$ cat config.mk
export PLATFORM = sky130hd
export DESIGN_NAME = if_id_pipe_buf
export DESIGN_NICKNAME = d
export VERILOG_FILES = /design/src/rtl/if_id_pkg.sv /design/src/rtl/if_id_entry_ram.sv /design/src/rtl/if_id_pipe_buf.sv
export SDC_FILE = /design/constraint.sdc
export NUM_CORES = 1
export LEC_CHECK = 0
export CAP_MARGIN = 30
export CELL_PAD_IN_SITES_DETAIL_PLACEMENT = 1
export CELL_PAD_IN_SITES_GLOBAL_PLACEMENT = 1
export CORE_MARGIN = 4
export CORE_UTILIZATION = 35
export DETAILED_ROUTE_END_ITERATION = 6
export PLACE_DENSITY = 0.7
export SETUP_SLACK_MARGIN = 0.15
export SLEW_MARGIN = 15
export SYNTH_ARGS = -nofsm -noshare
export SYNTH_HDL_FRONTEND = slang
export SYNTH_HIERARCHICAL = 1
export SYNTH_SLANG_ARGS = --single-unit
$ cat constraint.sdc
create_clock -name CLK -period 3.93 [get_ports CLK]
set_input_delay 0.786 -clock CLK [delete_from_list [all_inputs] [get_ports CLK]]
set_output_delay 0.786 -clock CLK [all_outputs]
set_load 0.03 [all_outputs]
$ cat src/rtl/if_id_pkg.sv
// -----------------------------------------------------------------------------
// if_id_pkg
//   Shared definitions for the IF/ID elastic buffer.
//   - if_id_entry_t : one buffered fetch result {pc, ins} at default widths
//   - IFID_NOP      : bubble instruction (addi x0,x0,0)
//   - ptr_width()   : pointer width for a given entry count (at least 1 bit)
// -----------------------------------------------------------------------------
package if_id_pkg;

  localparam int XLEN_DEF = 32;
  localparam int ILEN_DEF = 32;

  localparam logic [31:0] IFID_NOP = 32'h0000_0013;

  typedef struct packed {
    logic [XLEN_DEF-1:0] pc;
    logic [ILEN_DEF-1:0] ins;
  } if_id_entry_t;

  function automatic int ptr_width(input int depth);
    return (depth > 1) ? $clog2(depth) : 1;
  endfunction

endpackage : if_id_pkg

$ cat src/rtl/if_id_entry_ram.sv
// -----------------------------------------------------------------------------
// if_id_entry_ram
//   DEPTH x WIDTH storage for the IF/ID buffer.
//   Ports:
//     clk      in   write clock
//     wr_en    in   write strobe
//     wr_addr  in   write index
//     wr_data  in   entry to store
//     rd_addr  in   read index (asynchronous read)
//     rd_data  out  entry at rd_addr
// -----------------------------------------------------------------------------
module if_id_entry_ram #(
  parameter int DEPTH = 2,
  parameter int WIDTH = 64,
  parameter int AW    = 1
) (
  input  logic             clk,
  input  logic             wr_en,
  input  logic [AW-1:0]    wr_addr,
  input  logic [WIDTH-1:0] wr_data,
  input  logic [AW-1:0]    rd_addr,
  output logic [WIDTH-1:0] rd_data
);

  logic [WIDTH-1:0] mem [DEPTH];

  // NOTE: the array has no reset; validity is tracked by the occupancy count,
  // so stale contents are never presented and the array maps to plain storage.
  always_ff @(posedge clk) begin
    if (wr_en) mem[wr_addr] <= wr_data;
  end

  assign rd_data = mem[rd_addr];

endmodule : if_id_entry_ram

$ cat src/rtl/if_id_pipe_buf.sv
// -----------------------------------------------------------------------------
// if_id_pipe_buf
//   DEPTH-entry elastic buffer between fetch and decode. IF pushes on hit while
//   there is space; ID pops the head under valid/ready. Flush empties the
//   buffer synchronously; an empty buffer presents a NOP bubble.
//   Ports:
//     CLK, RESET_N        clock, asynchronous active-low reset
//     next_pc, ins, hit   IF-side entry and valid
//     if_ready            space available (registered state only)
//     flush               synchronous empty (branch/jump redirect)
//     id_ready            ID consumes head this cycle
//     valid_out, ins_out, next_pc_out   head entry (NOP / 0 when empty)
//     count               occupancy
//   Optional build macro IFID_PERF_CNT_EN adds saturating counters
//     stall_cycles, flush_drops (cleared by reset only).
// -----------------------------------------------------------------------------
module if_id_pipe_buf
  import if_id_pkg::*;
#(
  parameter int              XLEN    = 32,
  parameter int              ILEN    = 32,
  parameter int              DEPTH   = 2,
  parameter logic [ILEN-1:0] NOP_INS = ILEN'(IFID_NOP)
) (
  input  logic                     CLK,
  input  logic                     RESET_N,
  input  logic [XLEN-1:0]          next_pc,
  input  logic [ILEN-1:0]          ins,
  input  logic                     hit,
  output logic                     if_ready,
  input  logic                     flush,
  input  logic                     id_ready,
  output logic                     valid_out,
  output logic [ILEN-1:0]          ins_out,
  output logic [XLEN-1:0]          next_pc_out,
`ifdef IFID_PERF_CNT_EN
  output logic [31:0]              stall_cycles,
  output logic [31:0]              flush_drops,
`endif
  output logic [$clog2(DEPTH):0]   count
);

  localparam int PW = ptr_width(DEPTH);
  localparam int CW = $clog2(DEPTH) + 1;
  localparam int EW = XLEN + ILEN;

  logic [PW-1:0] wr_ptr, rd_ptr;
  logic          push, pop;
  logic [EW-1:0] rd_data;

  function automatic logic [PW-1:0] ptr_inc(input logic [PW-1:0] p);
    return (p == PW'(DEPTH - 1)) ? '0 : p + 1'b1;
  endfunction

  // Handshake terms; if_ready depends only on the registered count.
  assign if_ready  = (count != CW'(DEPTH));
  assign valid_out = (count != '0);
  assign push      = hit & if_ready & ~flush;
  assign pop       = valid_out & id_ready & ~flush;

  if_id_entry_ram #(
    .DEPTH (DEPTH),
    .WIDTH (EW),
    .AW    (PW)
  ) u_ram (
    .clk     (CLK),
    .wr_en   (push),
    .wr_addr (wr_ptr),
    .wr_data ({next_pc, ins}),
    .rd_addr (rd_ptr),
    .rd_data (rd_data)
  );

  // NOTE: state uses non-blocking assignments so every register samples the
  // pre-edge values of push/pop and the other pointers.
  always_ff @(posedge CLK or negedge RESET_N) begin
    if (!RESET_N) begin
      wr_ptr <= '0;
      rd_ptr <= '0;
      count  <= '0;
    end else if (flush) begin
      wr_ptr <= '0;
      rd_ptr <= '0;
      count  <= '0;
    end else begin
      if (push) wr_ptr <= ptr_inc(wr_ptr);
      if (pop)  rd_ptr <= ptr_inc(rd_ptr);
      if (push && !pop)      count <= count + 1'b1;
      else if (pop && !push) count <= count - 1'b1;
    end
  end

  // Head presentation; bubble when empty.
  assign ins_out     = valid_out ? rd_data[ILEN-1:0]  : NOP_INS;
  assign next_pc_out = valid_out ? rd_data[EW-1:ILEN] : '0;

`ifdef IFID_PERF_CNT_EN
  logic [32:0] drop_sum;

  // Entries lost on flush: everything buffered, plus the fetch that would
  // otherwise have been accepted this cycle.
  always_comb begin
    drop_sum = {1'b0, flush_drops} + 33'(count) + 33'(hit & if_ready);
  end

  always_ff @(posedge CLK or negedge RESET_N) begin
    if (!RESET_N) begin
      stall_cycles <= '0;
      flush_drops  <= '0;
    end else begin
      if (hit && !if_ready && !flush && (stall_cycles != '1))
        stall_cycles <= stall_cycles + 1'b1;
      if (flush)
        flush_drops <= drop_sum[32] ? '1 : drop_sum[31:0];
    end
  end
`endif

endmodule : if_id_pipe_buf
==> results.txt, run 1 <==
The run finished with clean final reports. In this run the power density over the cells is 467.6 nW/um^2. Measured in cells, the most critical reg-to-reg path has a length of 3. TritonCTS built the clock tree. The initial antenna violation count came out at 0. The post-route DRC violation count came out at 0. The startpoint identified for the worst register-to-register timing path is count[1]. The minimum setup slack in the final design is 0.5598 ns. The portion of the clock cycle consumed by the worst path in the final layout came out at 85.76%. The post-synthesis instance area is roughly 5600 um^2. The critical path required time came out at ~3.1 ns. The wire length the detailed router placed on met1 came out at 4.355 mm. The total die area came out at roughly 18000 um^2. The total number of H-tree levels is 4. The clock transition at the register clock pins on the worst setup and hold paths after CTS came out at 0.05 ns. The placer's final routability congestion estimate came out at between 0.7 and 0.8. The core region area is 15830 um^2. After detailed routing, the average wire length per cell comes to between 15 and 20 um.

The total wire length came out at around 11 mm. The endpoint class of the critical path is a primary output. Ranked by total cell area, the synthesized netlist is headed by edfxtp_1 68%, mux2_4 16%, and2_1 6.9%. The via count is 2953. Summing all placed instances gives a cell area of roughly 7100 um^2. The maximum buffer depth of the clock tree came out at 2. The share of cells above drive strength 1 is 21.29%. Dividing the synthesized area by the synthesized cell count gives roughly 19 um^2. The arrival time of data at the critical path endpoint is about 2.6 ns. STA classifies the critical path startpoint as a register. The post-route clock skew is approximately 0.0079 ns. The routed length on met2 is slightly below 6 mm. The count of final max-slew check failures was 0. The class of the most critical setup path is register to primary output.

Buffers placed on the I/O ports in this run total approximately 140. Setup repair after global routing left no endpoint under its margin. The gate count of the mapped netlist came out at slightly below 300. The stage delay of the slowest cell on the critical path is 0.76 ns. The maximum operating frequency is between 0.2 and 0.3 GHz. In this run the worst hold path is classified as primary input to async pin. The starting DRC count in detailed routing is around 140. The finished cells cover 7661 um^2. The count of state elements after synthesis is 132.

The clock net sink count is between 100 and 150. The combined global-route utilization of all metal layers came out at 12.34%. For this run, asynchronously set or reset flops after synthesis account for under 10%. The initial core utilization is between 30 and 40%. The placement row count is between 40 and 50. Along the worst path, the maximum fanout reaches 27.

The final core area utilization is between 40% and 50%. Counting both buffers and inverters, the worst setup path holds a total of 2. The number of detailed-routing iterations run before antenna repair came out at 4. The transition time at the pin with the least slew margin came out at 0.9472 ns.

The final critical-path required period came out at about 3.4 ns. The worst-path cell with the longest stage delay is dfrtp_4. The TritonCTS buffer count came out at 17. The post-route setup TNS came out at 0 ns.

The critical path goes through buf_4, mux2_4, and2_1, clkdlybuf4s50_1. The highest metal layer carrying signal wires in the routed design is met4. The net total in the final layout came out at around 510. From synthesis to final layout, the design area changed by 36.16%.

The setup slack on the worst flop-to-flop path came out at between 1.5 and 2 ns. The final number of setup-violating endpoints is 0. The root buffer cell is clkbuf_16. The number of hold violations in the final report is 0. The count of hold-fix buffers inserted at cts came out at 0.

Before CTS, the worst setup slack after placement is 0.8980 ns. After clock tree synthesis, the setup repair step added 0 buffers. The post-synth net total is ~370.

The maximum number of pins on one net before global-route repair is 65. The total leakage power came out at 0.002699 uW. The number of gates resized after CTS came out at 0.

The number of routed nets with antenna violations came out at 0. The top-area cell type share of the netlist area is a little under 70%. The first global-routing pass estimated 16.85 mm of wire. The total number of yosys warnings is 6. The number of diodes came out at 0.

The via count of the first global-routing pass is ~3300. In this run the count of I/O pins placed on the die edge is 137. The number of flops mapped to enable cells by yosys came out at between 100 and 150. The headroom to the max-slew limit came out at between 30% and 40%. The overall overflow remaining after global route came out at 0. The sequential element share of the synthesized area came out at 70.09%.

The main flop type after synthesis is edfxtp_1. Summed over all instances, the cell type with the most area after synthesis is edfxtp_1. The endpoint identified for the worst register-to-register timing path is u_ram/mem[1][45]. The routed wire length on met3 came out at 605 um. The number of distinct library cell variants in the gate-level netlist after synthesis came out at 24.

The clock latency at the later pin of the worst-skew pair came out at around 0.4 ns. The maximum resistive drop on vdd came out at roughly 210 uV. The width of the die is about 130 um. The HPWL after detailed placement is 7.410 mm. The start point of the critical path is rd_ptr. The detail-routed via count per cell came out at 4.427. The die extent in y came out at 134.8 um.

The max-cap check violation count came out at 0. The gate family responsible for the most delay along the worst path is buffers and inverters.
-- state kept, by name, summed over array words and instances, names as in the netlist --
name	flops
count	2
wr_ptr	1
u_ram/mem	128
rd_ptr	1
-- Yosys cell counts, drive strengths merged, types with 2 or more instances --
| cell | n |
|---|---|
| a21oi | 4 |
| and2 | 62 |
| buf | 14 |
| dfrtp | 4 |
| edfxtp | 128 |
| inv | 2 |
| mux2 | 64 |
| nand2b | 3 |
| nor2b | 2 |
| o21ai | 2 |
| or2 | 2 |
-- final cells by class --
class | count | area (um^2)
well taps | 216 | 270.3
flip-flops and latches | 132 | 3948
fillers | 1517 | 8167
repair buffers | 141 | 1431
clock buffers | 18 | 429.2
inverters | 2 | 7.507
multi-input cells | 148 | 1481
clock inverters | 10 | 93.84
-- per-stage QoR --
step,std cells,total power [uW],hold WS (ns)
5_1_grt,667,3735,0.5819
6_report,667,3583,0.5912
2_1_floorplan,296,1999,0.4904
3_5_place_dp,639,2210,0.6431
4_1_cts,667,3644,0.5775
3_3_place_gp,638,2191,0.5979
-- where the power goes --
part	total [uW]	switching (uW)	internal (uW)
clock network	1410	510	901
logic	537	253	284
registers	1630	28.5	1610
total	3580	792	2790
-- worst max-delay path by stage --
stage                                  end  slack (ns)  cells past startpoint
after global placement     next_pc_out[18]        0.84                      3
after global routing           ins_out[19]        0.43                      4
final                          ins_out[17]        0.56                      4
after floorplan            u_ram/mem[0][0]        0.77                      3
after CTS                      ins_out[17]        0.50                      4
after detailed placement  u_ram/mem[1][29]        0.90                      4
-- worst register-to-register path, delay by kind of cell (launching register included) --
family | cells | cell delay (ns)
and+or+nand+nor | 3 | 1.37
DFF | 1 | 0.45
-- cells in the final DEF (no fill, tap or decap), types with 2 or more instances in the layout --
master           synthesis  final
edfxtp_1               128    128
nand2b_1                 3      3
o21ai_0                  2      2
buf_4                    0      3
mux2_2                   4      4
mux2_4                  60     60
clkdlybuf4s50_1          0    136
and2_1                  62     61
clkinv_2                 0      3
bufinv_16                0      2
dfrtp_1                  4      3
a21oi_1                  4      4
inv_1                    2      2
clkinv_1                 0      5
clkbuf_16                0     17
or2_2                    1      2
-- metal layers --
metal | GRT usage [%] | vias to the layer above
met3 | 4.471 | 15
met1 | 13.81 | 1460
met4 | 4.581 | 0
met5 | 0 | -
met2 | 21.57 | 92
li1 | - | 1386
-- logic make-up after synthesis --
kind of cell    share of synthesized area (%)
simple gates                            8.206
compound gates                         0.8007
xor+xnor                               0.1557
mux                                     16.99
buf+inv                                 3.758
flops                                   70.09
No activity file was read; power rests on OpenSTA's default activity.
==> run 2: changes to the inputs <==
--- a/config.mk
+++ b/config.mk
@@ -5,14 +5,13 @@
 export SDC_FILE = /design/constraint.sdc
 export NUM_CORES = 1
 export LEC_CHECK = 0
-export CAP_MARGIN = 30
 export CELL_PAD_IN_SITES_DETAIL_PLACEMENT = 1
 export CELL_PAD_IN_SITES_GLOBAL_PLACEMENT = 1
 export CORE_MARGIN = 4
 export CORE_UTILIZATION = 35
 export DETAILED_ROUTE_END_ITERATION = 6
 export PLACE_DENSITY = 0.7
-export SETUP_SLACK_MARGIN = 0.15
+export SETUP_SLACK_MARGIN = 0.1
 export SLEW_MARGIN = 15
 export SYNTH_ARGS = -nofsm -noshare
 export SYNTH_HDL_FRONTEND = slang
==> results.txt, run 2 (same netlist as run 1, synthesis figures left out) <==
The run finished with clean final reports. The clock net sink count came out at 132. The transition time at the pin with the least slew margin is between 1 and 1.5 ns. The stage delay of the slowest cell on the critical path is 0.83 ns. The min-delay analysis places its worst path in the category primary input to async pin.

The number of diodes is 0. The net count of the finished layout is between 500 and 600. The switching power is slightly above 800 uW. The via count came out at 2941. The power share of the combinational group came out at between 10% and 20%.

The maximum number of pins on one net before global-route repair came out at 66. u_ram/mem holds more flip-flops than any other register. For the worst setup path, the data arrival time is around 2.7 ns. For this design, the CTS-stage hold fixing added 0 buffers. In the final routed layout, each cell accounts on average for 16.16 um. The post-route setup TNS is 0 ns. The final critical-path required period came out at about 3.5 ns. The slowest stage of the critical path is the or2_2 cell. The internal power component came out at between 2000 and 3000 uW. The post-route clock skew is 0.01005 ns. The portion of the clock cycle consumed by the worst path in the final layout came out at 88.09%. The post-route DRC violation count came out at 0. Measured against its own limit, the worst slew margin works out to between 30% and 40%. The share of cells above drive strength 1 came out at 22.03%. The clock latency at the later pin of the worst-skew pair is ~0.41 ns.

The number of detailed-routing iterations run before antenna repair came out at 5. The largest fanout of any net on the critical path came out at 65. The cell area after placement came out at approximately 7000 um^2. The initial core utilization came out at 35.55%. The final number of setup-violating endpoints came out at 0. The endpoint class of the critical path is a primary output. The count of nets left with antenna violations once routing finished came out at 0. Broken down by cell family, the worst path's largest delay share belongs to simple AND/OR/NAND/NOR gates. The HPWL after detailed placement came out at just over 7 mm. The starting DRC count in detailed routing is 119. The proportion of total power due to net switching is between 20% and 30%. The width of the die came out at approximately 130 um. Traced cell by cell, the critical path runs through or2_2, and2_1, clkdlybuf4s50_1. In this run the clock root is driven by a clkbuf_16. The number of flip-flops in the largest register is approximately 130. In this run the static leakage power is ~0.0027 uW. After routing the design area is 7685 um^2.

The initial antenna violation count is 0. The die extent in y came out at between 100 and 150 um. The element type at the critical path start is a register. The die covers about 18000 um^2. The placer's final routability congestion estimate came out at a little over 0.7. In the layout the commonest cells are 136 x clkdlybuf4s50_1, 128 x edfxtp_1, 61 x and2_1. In the routed layout, each cell is associated on average with a via count of 4.390. The max-cap check violation count came out at 0. The critical path required time is 3.14 ns. The initialized floorplan defines 46 standard-cell rows. The buffers plus inverters on the worst setup path is 1.

The area overhead of the layout relative to synthesis came out at 36.58%. The power per cell area is 479.0 nW/um^2. The count of final max-slew check failures came out at 0. The power share of the clock group came out at 41.2%.

The via count of the first global-routing pass is approximately 3200. The worst setup path is of the register to primary output kind. The proportion of power drawn by flip-flops and latches came out at ~44%.

After clock tree synthesis, the repair step resized 0 gates. The core region area is ~16000 um^2. The TritonCTS clock tree is done.

The clock transition at the register clock pins on the worst setup and hold paths after CTS is 0.06 ns. In this run the count of I/O pins placed on the die edge is ~140. The maximum operating frequency came out at 0.2888 GHz. Setup repair after global routing left no endpoint under its margin. The post-CTS repair timing setup buffer count is 0. The combined global-route utilization of all metal layers came out at between 10% and 20%. The number of hold violations in the final report was 0.

The overall overflow remaining after global route came out at 0. The largest registers in the layout are u_ram/mem (128), count (2). The first-pass GRT wire length is roughly 17 mm. The overall power of the completed layout is ~3700 uW.

The most common library cell in the layout ignoring fill and taps is clkdlybuf4s50_1. The total wire length came out at 10.83 mm. The TritonCTS buffer count came out at 17. The maximum buffer depth of the clock tree is 2. The clock tree synthesis step divided the H-tree into 4 levels. The number of port buffers is around 140. The maximum resistive drop on vdd is between 200 and 250 uV.
[run 2: worst paths after layout]
| path | startpoint | endpoint | slack (ns) | cells past startpoint |
|---|---|---|---|---|
| worst max-delay path | count[0] | next_pc_out[12] | 0.47 | 3 |
| worst min-delay path | RESET_N | count[1] | 0.59 | 1 |
| worst max register to register | count[1] | u_ram/mem[1][61] | 1.75 | 3 |
| worst min register to register | wr_ptr | wr_ptr | 0.62 | 2 |
| max in group asynchronous | RESET_N | rd_ptr | 3.13 | 1 |
| min in group CLK | wr_ptr | wr_ptr | 0.62 | 2 |
[run 2: cell type report]
cell class,instances,area (um^2)
clock buffer,20,436.7
clock inverter,12,137.6
fill,1520,8143
inverter,2,7.507
multi-input combinational,148,1481
sequential,132,3948
tap,216,270.3
timing repair buffer,140,1404
[run 2: power groups by stage]
stage	clock [uW]	sequential [uW]	combinational, uW
final	1520	1630	530
after global routing	1640	1640	562
after detailed placement	0	1660	539
after global placement	0	1660	531
after CTS	1570	1630	542
after floorplan	0	1650	351
[run 2: layer usage]
| layer | share of wire [%] | up-vias | GRT usage [%] |
|---|---|---|---|
| li1 | - | 1389 | - |
| met1 | 41 | 1451 | 13.95 |
| met2 | 53 | 90 | 21.01 |
| met3 | 5.8 | 11 | 5.179 |
| met4 | 0.97 | 0 | 3.733 |
| met5 | 0 | - | 0 |
[run 2: per-stage QoR]
stage / utilization (%) / hold slack (ns) / setup WS (ns) / std cells
global route: 48.55 / 0.5794 / 0.2115 / 670
CTS: 48.55 / 0.5736 / 0.3467 / 670
global placement: 44.92 / 0.5979 / 0.8389 / 638
detailed placement: 44.92 / 0.6297 / 0.7980 / 638
finish: 48.55 / 0.5934 / 0.4679 / 670
floorplan: - / 0.4904 / 0.7732 / 296
